File: src/rtl/l2_pkg.sv
// Shared constants and types for the L2 request arbiter.
// Widths, FSM state encoding and L1 port ids.
package l2_pkg;

  localparam int ADDRW = 28;
  localparam int DATAW = 128;

  typedef enum logic [1:0] {
    IDLE   = 2'b00,
    BUSY_I = 2'b01,
    BUSY_D = 2'b10
  } state_t;

  localparam logic PORT_I = 1'b0;
  localparam logic PORT_D = 1'b1;

endpackage

File: src/rtl/l2_arb_pick.sv
// Combinational grant choice between I-side and D-side requests.
// L2ARB_DPORT_PRIO_EN: D wins every tie; otherwise round-robin.
module l2_arb_pick
  import l2_pkg::*;
(
  input  logic req_i,
  input  logic req_d,
  input  logic last_grant,
  output logic grant_valid,
  output logic grant_id
);

  // pick a winner; ties resolved by priority or by last grant
  always_comb begin
    grant_valid = req_i | req_d;
    grant_id    = PORT_I;
    unique case (1'b1)
      (req_i & req_d): begin
`ifdef L2ARB_DPORT_PRIO_EN
        grant_id = PORT_D;
`else
        grant_id = ~last_grant;
`endif
      end
      (req_d & ~req_i): grant_id = PORT_D;
      (req_i & ~req_d): grant_id = PORT_I;
      default:          grant_id = PORT_I;
    endcase
  end

endmodule

File: src/rtl/l2_arbiter.sv
// Shares one L2 request port between the I-side and D-side L1s.
// Tie policy selected by L2ARB_DPORT_PRIO_EN (see l2_arb_pick).
module l2_arbiter
  import l2_pkg::*;
(
  input  logic             clk,
  input  logic             proc_reset_n,
  input  logic             I_read,
  input  logic             I_write,
  input  logic [ADDRW-1:0] I_addr,
  input  logic [DATAW-1:0] I_wdata,
  output logic [DATAW-1:0] I_rdata,
  output logic             I_ready,
  input  logic             D_read,
  input  logic             D_write,
  input  logic [ADDRW-1:0] D_addr,
  input  logic [DATAW-1:0] D_wdata,
  output logic [DATAW-1:0] D_rdata,
  output logic             D_ready,
  output logic             L2_read,
  output logic             L2_write,
  output logic [ADDRW-1:0] L2_addr,
  output logic [DATAW-1:0] L2_wdata,
  input  logic [DATAW-1:0] L2_rdata,
  input  logic             L2_ready
);

  state_t           state;
  state_t           state_nx;
  logic             last_grant;
  logic             lat_rd;
  logic             lat_wr;
  logic [ADDRW-1:0] lat_addr;
  logic [DATAW-1:0] lat_wdata;
  logic             req_i;
  logic             req_d;
  logic             grant_valid;
  logic             grant_id;
  logic             take;

  // read&write together is illegal and counts as no request
  assign req_i = I_read ^ I_write;
  assign req_d = D_read ^ D_write;

  l2_arb_pick u_pick (
    .req_i       (req_i),
    .req_d       (req_d),
    .last_grant  (last_grant),
    .grant_valid (grant_valid),
    .grant_id    (grant_id)
  );

  assign take     = (state == IDLE) & grant_valid;
  assign L2_addr  = lat_addr;
  assign L2_wdata = lat_wdata;

  // next state, L2 request from latch, return routing
  always_comb begin
    state_nx = state;
    L2_read  = 1'b0;
    L2_write = 1'b0;
    I_ready  = 1'b0;
    D_ready  = 1'b0;
    I_rdata  = '0;
    D_rdata  = '0;
    unique case (state)
      IDLE: begin
        if (grant_valid)
          state_nx = (grant_id == PORT_D) ? BUSY_D : BUSY_I;
      end
      BUSY_I: begin
        L2_read  = lat_rd;
        L2_write = lat_wr;
        if (L2_ready) begin
          I_ready  = 1'b1;
          I_rdata  = lat_rd ? L2_rdata : '0;
          state_nx = IDLE;
        end
      end
      BUSY_D: begin
        L2_read  = lat_rd;
        L2_write = lat_wr;
        if (L2_ready) begin
          D_ready  = 1'b1;
          D_rdata  = lat_rd ? L2_rdata : '0;
          state_nx = IDLE;
        end
      end
      default: state_nx = IDLE;
    endcase
  end

  // state, grant history and request latch
  always_ff @(posedge clk or negedge proc_reset_n) begin
    if (!proc_reset_n) begin
      state      <= IDLE;
      last_grant <= PORT_I;
      lat_rd     <= 1'b0;
      lat_wr     <= 1'b0;
      lat_addr   <= '0;
      lat_wdata  <= '0;
    end else begin
      state <= state_nx;
      if (take) begin
        last_grant <= grant_id;
        if (grant_id == PORT_D) begin
          lat_rd    <= D_read;
          lat_wr    <= D_write;
          lat_addr  <= D_addr;
          lat_wdata <= D_wdata;
        end else begin
          lat_rd    <= I_read;
          lat_wr    <= I_write;
          lat_addr  <= I_addr;
          lat_wdata <= I_wdata;
        end
      end
    end
  end

endmodule
File: config.mk
export PLATFORM = sky130hd
export DESIGN_NAME = l2_arbiter
export DESIGN_NICKNAME = d
export VERILOG_FILES = /design/src/rtl/l2_pkg.sv /design/src/rtl/l2_arb_pick.sv /design/src/rtl/l2_arbiter.sv
export SDC_FILE = /design/constraint.sdc
export NUM_CORES = 1
export LEC_CHECK = 0
export CORE_AREA = 3 3 331 333
export DETAILED_ROUTE_END_ITERATION = 16
export DIE_AREA = 0 0 334 336
export SLEW_MARGIN = 20
export SYNTH_ARGS = -nofsm -noshare
export SYNTH_HDL_FRONTEND = slang
export SYNTH_SLANG_ARGS = --single-unit
export TNS_END_PERCENT = 10
File: constraint.sdc
create_clock -name clk -period 4.36 [get_ports clk]
set_clock_uncertainty 0.05 [all_clocks]
set_input_delay 0.654 -clock clk [delete_from_list [all_inputs] [get_ports clk]]
set_output_delay 0.654 -clock clk [all_outputs]
set_load 0.01 [all_outputs]
======== After elaboration in Yosys (flattened, before gate mapping) ========
Cells that the tools add are included.
storage, ports and cells
  flip-flop bits (word level) ............. 161
  bits of input ports ..................... 447
  output and inout port bits .............. 416
  logic and storage cells ................. 39
operators by class
  equal/unequal tests ..................... 4
  multiplexer cells ....................... 18
  bitwise gates (word level) .............. 8
  reductions and logical operators ........ 3
operator list
  operator                                                                  number
  128-bit 2-to-1 mux                                                        5
  28-bit 2-to-1 mux                                                         1
  1-bit 2-to-1 mux                                                          7
  2-bit 2-to-1 mux                                                          3
  2-bit one-hot mux with 2 select lines                                     1
  1-bit bitwise AND                                                         3
  2-bit by 1-bit equality test with 1-bit output (second input constant)    1
  2-bit equality test (second input constant)                               1
  2-bit logical NOT                                                         1
  2-bit by 1-bit inequality test with 1-bit output (second input constant)  1
  2-bit inequality test (second input constant)                             1
  1-bit inverter                                                            2
  1-bit one-hot mux with 2 select lines                                     1
  2-bit AND reduction                                                       1
  2-bit OR reduction                                                        1
  1-bit XOR                                                                 2
  1-bit bitwise OR                                                          1

======== Longest topological paths before layout ========
Gate-level depths: netlist of the first run.
  depth after elaboration ................. 7
  depth in mapped cells ................... 7
  mapped depth without buffers ............ 5

======== Cells and area by module ========
From an unflattened synthesis of the first run, not the netlist that was laid out.
unflattened totals
  cells, all modules ...................... 1,001
  area, all modules ....................... 9,346.5 um^2
modules (own cells, without submodules)
  module       times used  cells an instance  area an instance (um^2)  sequential area each (um^2)
  l2_arbiter   1           999                9,332.7                  4,028.9
  l2_arb_pick  1           2                  13.8                     0.0

======== Worst setup path before layout of the first run ========
No wires, ideal clock.
  path kind ............................... input port to output port
  start point ............................. in L2_ready
  end point ............................... out D_rdata[100]
  arrival time ............................ 1.462 ns
  data required time ...................... 3.656 ns
  setup slack ............................. 2.194 ns
  stages .................................. 4
  path buffers ............................ 2
  path through ............................ and3_1 clkbuf_1 clkbuf_1 and2_1
on the way
  longest elaborated chain between the ends .. 2
ends and longest elaborated chain
  element             RTL line          RTL
  start: declaration  l2_arbiter.sv:25  input logic L2_ready
  128-bit 2-to-1 mux  l2_arbiter.sv:83  if (L2_ready) begin
  128-bit 2-to-1 mux  l2_arbiter.sv:66  unique case (state)
  end: declaration    l2_arbiter.sv:18  output logic [DATAW-1:0] D_rdata,
Every way passes these cells.

======== Final worst setup path of the first run ========
  start point ............................. in L2_ready
  end point ............................... out I_rdata[30]
on the way
  longest elaborated chain between the ends .. 2
ends and longest elaborated chain
  element             RTL line          RTL
  128-bit 2-to-1 mux  l2_arbiter.sv:74  if (L2_ready) begin
  128-bit 2-to-1 mux  l2_arbiter.sv:66
  end: declaration    l2_arbiter.sv:12  output logic [DATAW-1:0] I_rdata,
Every way passes these cells.

==> flow_metrics.env, run 1 <==
export IMPL_status="finished, final reports clean"
export IMPL_tightest_slew_ns=0.7690
export IMPL_grt_usage_pct=16.69
export IMPL_rsz0062_at_grt="no"
export IMPL_die_y_um=336
export IMPL_ctsResizeCount=0
export IMPL_die_w_um=334
export IMPL_root_buffer="clkbuf_16"
export IMPL_wirelength_mm=96.97
export IMPL_synth_top_cell_by_area="dfrtp_1"
export IMPL_cap_violations=0
export IMPL_ys_flop_type="dfrtp_1"
export IMPL_num_vias=11780
export IMPL_synth_edf_count=0
export IMPL_drt_iter0_markers=559
export IMPL_final_cells=3409
export IMPL_irDropWorstVdd_mv=0.2382
export IMPL_cts_tree="done"
export IMPL_cts_buffers_inserted=17
export IMPL_ys_seq_area_share_pct=44.54
export IMPL_crit_type="input port to primary output"
export IMPL_setup_violations=0
export IMPL_cts_max_path_buffers=2
export IMPL_grt_pass1_wl_mm=120.9
export IMPL_cp_arrival_ns=3.01
export IMPL_cp_num_buf_inv=3
export IMPL_syn_num_nets=1620
export IMPL_synth_top_family_by_area="simple AND/OR/NAND/NOR gates"
export IMPL_period_needed_ns=3.716
export IMPL_synth_top_area_share_pct=44.54
export IMPL_fp_row_count=120
export IMPL_synth_area_top_cells="dfrtp_1 (45%), and2_1 (18%), a21oi_1 (17%), nand2_1 (6.5%), nor2_1 (6.5%)"
export IMPL_synth_xor_area_share_pct=0.3873
export IMPL_drc=0
export IMPL_cp_data_required_time_ns=3.66
export IMPL_fmax_ghz=0.2691
export IMPL_fin_crit_sh_pct=85.24
export IMPL_clk_pin_slew_worst_paths_ns=0.09
export IMPL_synthTopCellsByCount="a21oi_1 (311), and2_1 (260), dfrtp_1 (161)"
export IMPL_avgSynthCellArea_um2=7.731
export IMPL_crit_family="buffers and inverters"
export IMPL_ctsHoldBuffers=0
export IMPL_path_max_fanout=90
export IMPL_p_leak_nw=7.587
export IMPL_avgViaCountPerCell=3.455
export IMPL_syn2layout_area_growth_pct=120.8
export IMPL_hold_viol=0
export IMPL_r2r_start="state[0]"
export IMPL_synthMostInstantiatedCell="a21oi_1"
export IMPL_pre_cts_slack_ns=0.6974
export IMPL_async_flop_share_pct=100.0
export IMPL_crit_path_top_delay_cell="clkdlybuf4s50_1"
export IMPL_insertion_delay_ns=0.50
export IMPL_start_util_pct=8.461
export IMPL_grt_max_degree=112
export IMPL_clkSinkCount=161
export IMPL_setup_ws_ns=0.6437
export IMPL_setup_tns_final_ns=0
export IMPL_finalPower_mw=10.97
export IMPL_finalWeightedCongestion=0.8876
export IMPL_place_inst=3365
export IMPL_hpwl_mm=85.03
export IMPL_synth_compound_area_share_pct=18.23
export IMPL_coreArea_um2=106900
export IMPL_die_area_um2=112200
export IMPL_r2r_cells=6
export IMPL_slew_headroom_pct=48.74
export IMPL_routedWlPerCell_um=28.44
export IMPL_firstDrtPassIters=4
export IMPL_path_cells="clkdlybuf4s50_1 > and3_4 > buf_12 > and2_1 > clkdlybuf4s50_1"
export IMPL_grt_antenna_before_repair=76
export IMPL_cpPeakStageDelay_ns=0.60
export IMPL_cts_htree_levels=4
export IMPL_path_common_cell="clkdlybuf4s50_1"
export IMPL_worstReg2RegEnd="L2_wdata[30]"
export IMPL_rrSetupSlack_ns=2.01
export IMPL_cp_start_kind="input port"
export IMPL_ys_warn_count=0
export IMPL_post_cts_buffers=0
export IMPL_gr_total_overflow=0
export IMPL_netlist_area_um2=9045
export IMPL_port_buffers=862
export IMPL_io_pins=863
export IMPL_syn_inst=1170
export IMPL_ys_types=28
export IMPL_synthAdderAreaFrac_pct=0.4150
export IMPL_ant_nets=0
export IMPL_ys_ff_latch=161
export IMPL_synthMuxAreaShare_pct=0
export IMPL_finalNetCount=2431
export IMPL_cp_end_kind="primary output"
export IMPL_grt_pass1_vias=11500
export IMPL_synthSimpleGateAreaFrac_pct=31.43
export IMPL_power_density_nw_per_um2=549.5
export IMPL_slew_violations=0
export IMPL_min_delay_path_class="input port to asynchronous set/reset pin"
export IMPL_drive_gt1_share_pct=3.360
area by class of cell:
| type | instances | area [µm²] |
|---|---|---|
| clock inverters | 15 | 203.9 |
| multi-input cells | 910 | 4604 |
| fillers | 11980 | 86930 |
| flip-flops and latches | 161 | 4029 |
| clock buffers | 17 | 425.4 |
| diodes | 12 | 30.03 |
| well taps | 1403 | 1755 |
| repair buffers | 888 | 8911 |
| inverters | 3 | 11.26 |
where the power goes:
part | internal, mW | leakage [nW] | switching (mW)
sequential | 2.26 | 1.82 | 0.570
combinational | 2.87 | 5.47 | 3.55
clock | 0.793 | 0.302 | 0.930
total | 5.92 | 7.59 | 5.05
how the worst max path moves through the flow:
stage	start	endpoint	slack, ns	cells after the start
after floorplan	L2_ready	D_rdata[100]	2.19	4
after global placement	L2_ready	I_rdata[25]	0.70	5
after detailed placement	L2_ready	I_rdata[25]	0.70	5
after CTS	state[1]	I_rdata[25]	0.69	6
after global routing	state[1]	I_rdata[25]	0.58	6
final	L2_ready	I_rdata[30]	0.64	5
registers in the layout (all words and copies together), names as in the netlist:
signal,flops
L2_wdata,128
lat_rd,1
last_grant,1
L2_addr,28
state,2
lat_wr,1
layout by cell type (no fill, tap or decap), drive strengths merged:
cell,count
clkbuf,17
buf,29
clkinv,8
dfrtp,161
a21o,1
and2,260
clkdlybuf4s50,859
o22ai,1
nand2,157
nor2b,2
inv,10
o21ai,4
xnor2,2
a31oi,1
diode,12
nand3,1
ha,3
nand3b,1
a32oi,1
and3,2
xor2,2
a21oi,312
o32ai,1
a21boi,1
nor2,157
o211ai,1
stage by stage:
step | utilization, % | hold WS [ns] | instance area (µm²)
final | 18.68 | 0.08491 | 19970
after global routing | 18.66 | 0.1025 | 19950
after CTS | 18.65 | 0.05621 | 19940
after detailed placement | 18.06 | 0.4126 | 19310
after global placement | 18.06 | 0.4038 | 19310
after floorplan | - | 0.3084 | 9045
layer usage:
metal  global-route usage [%]  part of all wire, %  vias to the layer above
met4                    6.776                  3.5                        0
met3                    4.634                  7.3                      155
met2                    31.83                   54                      688
met1                    17.06                   35                     5495
met5                        0                    0                        -
li1                         -                    -                     5441
worst reg2reg max path, delay by kind of cell, from the launching register on:
family,cells,cell delay [ns]
AOI/OAI and AO/OA,2,0.81
adders and majority gates,1,0.37
buffers and inverters,2,0.51
DFF,1,0.39
and+or+nand+nor,1,0.16
cell families (layout without fill, tap and decap cells):
group,count (synthesis),in the layout
fa+ha+maj,3,3
compound gates,323,323
buf+inv,99,923
simple gates,580,580
xor+xnor,4,4
flops,161,161
other cells,0,12
(Power assumes the default switching activity.)
==> inputs of run 2 (changes only) <==
Settings changed: CORE_AREA 3 3 331 333 to 2 2 340 342, DIE_AREA 0 0 334 336 to 0 0 342 344, REMOVE_ABC_BUFFERS set to 1.
==> flow_metrics.env, run 2 (synthesis gave the netlist of run 1 again) <==
export IMPL_p_clk_share_pct=16.6
export IMPL_period_needed_ns=3.618
export IMPL_ctsResizeCount=0
export IMPL_grt_pass1_vias=11460
export IMPL_cts_buffers_inserted=17
export IMPL_combPwrFrac_pct=57.9
export IMPL_cp_arrival_ns=2.91
export IMPL_root_buffer="clkbuf_16"
export IMPL_setup_violations=0
export IMPL_cp_data_required_time_ns=3.66
export IMPL_place_inst=3466
export IMPL_gr_total_overflow=0
export IMPL_crit_path_top_delay_cell="clkdlybuf4s50_1"
export IMPL_die_y_um=344
export IMPL_die_area_um2=117600
export IMPL_finalNetCount=2423
export IMPL_fp_row_count=124
export IMPL_rsz0062_at_grt="no"
export IMPL_wirelength_mm=80.10
export IMPL_num_vias=11560
export IMPL_hold_viol=0
export IMPL_tightest_slew_ns=0.9508
export IMPL_rrSetupSlack_ns=2.08
export IMPL_fin_crit_sh_pct=82.98
export IMPL_coreArea_um2=113900
export IMPL_irDropWorstVdd_mv=0.3958
export IMPL_seqPwrFrac_pct=25.5
export IMPL_start_util_pct=7.943
export IMPL_grt_antenna_before_repair=51
export IMPL_firstDrtPassIters=4
export IMPL_avgViaCountPerCell=3.297
export IMPL_mostFrequentLayoutCell="clkdlybuf4s50_1"
export IMPL_power_internal_mw=6.033
export IMPL_grt_usage_pct=13.12
export IMPL_ant_nets=0
export IMPL_cp_start_kind="input port"
export IMPL_path_common_cell="clkdlybuf4s50_1"
export IMPL_clkSinkCount=161
export IMPL_status="finished, final reports clean"
export IMPL_p_switching_mw=4.699
export IMPL_cp_num_buf_inv=3
export IMPL_cap_violations=0
export IMPL_r2r_start="last_grant"
export IMPL_slew_headroom_pct=36.62
export IMPL_post_cts_buffers=0
export IMPL_path_cells="clkdlybuf4s50_1 > and3_4 > buf_12 > and2_1 > clkdlybuf4s50_1"
export IMPL_crit_type="input port to primary output"
export IMPL_final_cells=3507
export IMPL_grt_pass1_wl_mm=102.4
export IMPL_cts_tree="done"
export IMPL_cp_end_kind="primary output"
export IMPL_drt_iter0_markers=578
export IMPL_crit_family="buffers and inverters"
export IMPL_power_density_nw_per_um2=535.7
export IMPL_hold_ws_ns=0.1735
export IMPL_slew_violations=0
export IMPL_finalPower_mw=10.73
export IMPL_hpwl_mm=68.33
export IMPL_min_delay_path_class="input port to asynchronous set/reset pin"
export IMPL_syn2layout_area_growth_pct=121.5
export IMPL_path_max_fanout=72
export IMPL_cpPeakStageDelay_ns=0.59
export IMPL_r2r_cells=4
export IMPL_routedWlPerCell_um=22.84
export IMPL_most_common_layout_cells="clkdlybuf4s50_1 (861), a21oi_1 (311), and2_1 (260)"
export IMPL_cts_htree_levels=4
export IMPL_drc=0
export IMPL_worstReg2RegEnd="L2_wdata[31]"
export IMPL_insertion_delay_ns=0.53
export IMPL_port_buffers=862
export IMPL_fmax_ghz=0.2764
export IMPL_grt_max_degree=159
export IMPL_cts_max_path_buffers=2
export IMPL_largest_register_ffs=128
export IMPL_die_w_um=342
export IMPL_drive_gt1_share_pct=2.870
export IMPL_fin_util_pct=17.59
export IMPL_finalWeightedCongestion=0.8450
export IMPL_clk_pin_slew_worst_paths_ns=0.09
export IMPL_p_leak_nw=7.547
export IMPL_ctsHoldBuffers=0
export IMPL_switching_share_pct=43.78
export IMPL_io_pins=863
==> run 2: cell type report <==
type / count / area (µm²)
antenna: 9 / 22.52
clock buffer: 18 / 439.2
clock inverter: 14 / 190.2
fill: 12910 / 93850
inverter: 3 / 11.26
multi-input combinational: 910 / 4604
sequential: 161 / 4029
tap: 1512 / 1892
timing repair buffer: 880 / 8843
==> run 2: metal layers <==
| metal | GRT usage, % | part of all wire, % | vias to the layer above |
|---|---|---|---|
| met2 | 22.95 | 50 | 595 |
| li1 | - | - | 5409 |
| met3 | 4.756 | 8.9 | 87 |
| met4 | 3.682 | 1.8 | 30 |
| met1 | 14.95 | 39 | 5442 |
| met5 | 0 | 0.23 | - |
==> run 2: how the worst max path moves through the flow <==
stage | from | end | depth (start not counted)
finish | L2_ready | D_rdata[43] | 5
global route | state[0] | D_rdata[43] | 6
CTS | state[0] | D_rdata[43] | 6
detailed placement | L2_ready | D_rdata[43] | 5
global placement | L2_ready | D_rdata[43] | 5
floorplan | D_write | last_grant | 3
==> run 2: power by group through the flow <==
| stage | clock network (mW) | logic [mW] | registers, mW |
|---|---|---|---|
| after floorplan | 0 | 2.14 | 3.02 |
| after global placement | 0 | 6.36 | 2.72 |
| after detailed placement | 0 | 6.37 | 2.76 |
| after CTS | 1.88 | 6.41 | 2.74 |
| after global routing | 1.92 | 6.71 | 2.82 |
| final | 1.78 | 6.22 | 2.73 |
==> run 2: through the flow <==
step,setup TNS [ns],setup slack (ns),area [µm²]
floorplan,-24.20,-0.3305,8605
global placement,0,0.7275,19380
detailed placement,0,0.6767,19380
CTS,0,0.6511,20010
global route,0,0.5008,20010
finish,0,0.7420,20030
==> run 2: worst reg2reg max path, stage by stage, from the launching register on <==
cell and delay, ns:
dfrtp_1 0.45, a21oi_4 0.56, buf_4 0.64, a21oi_1 0.30, a21oi_1 0.20
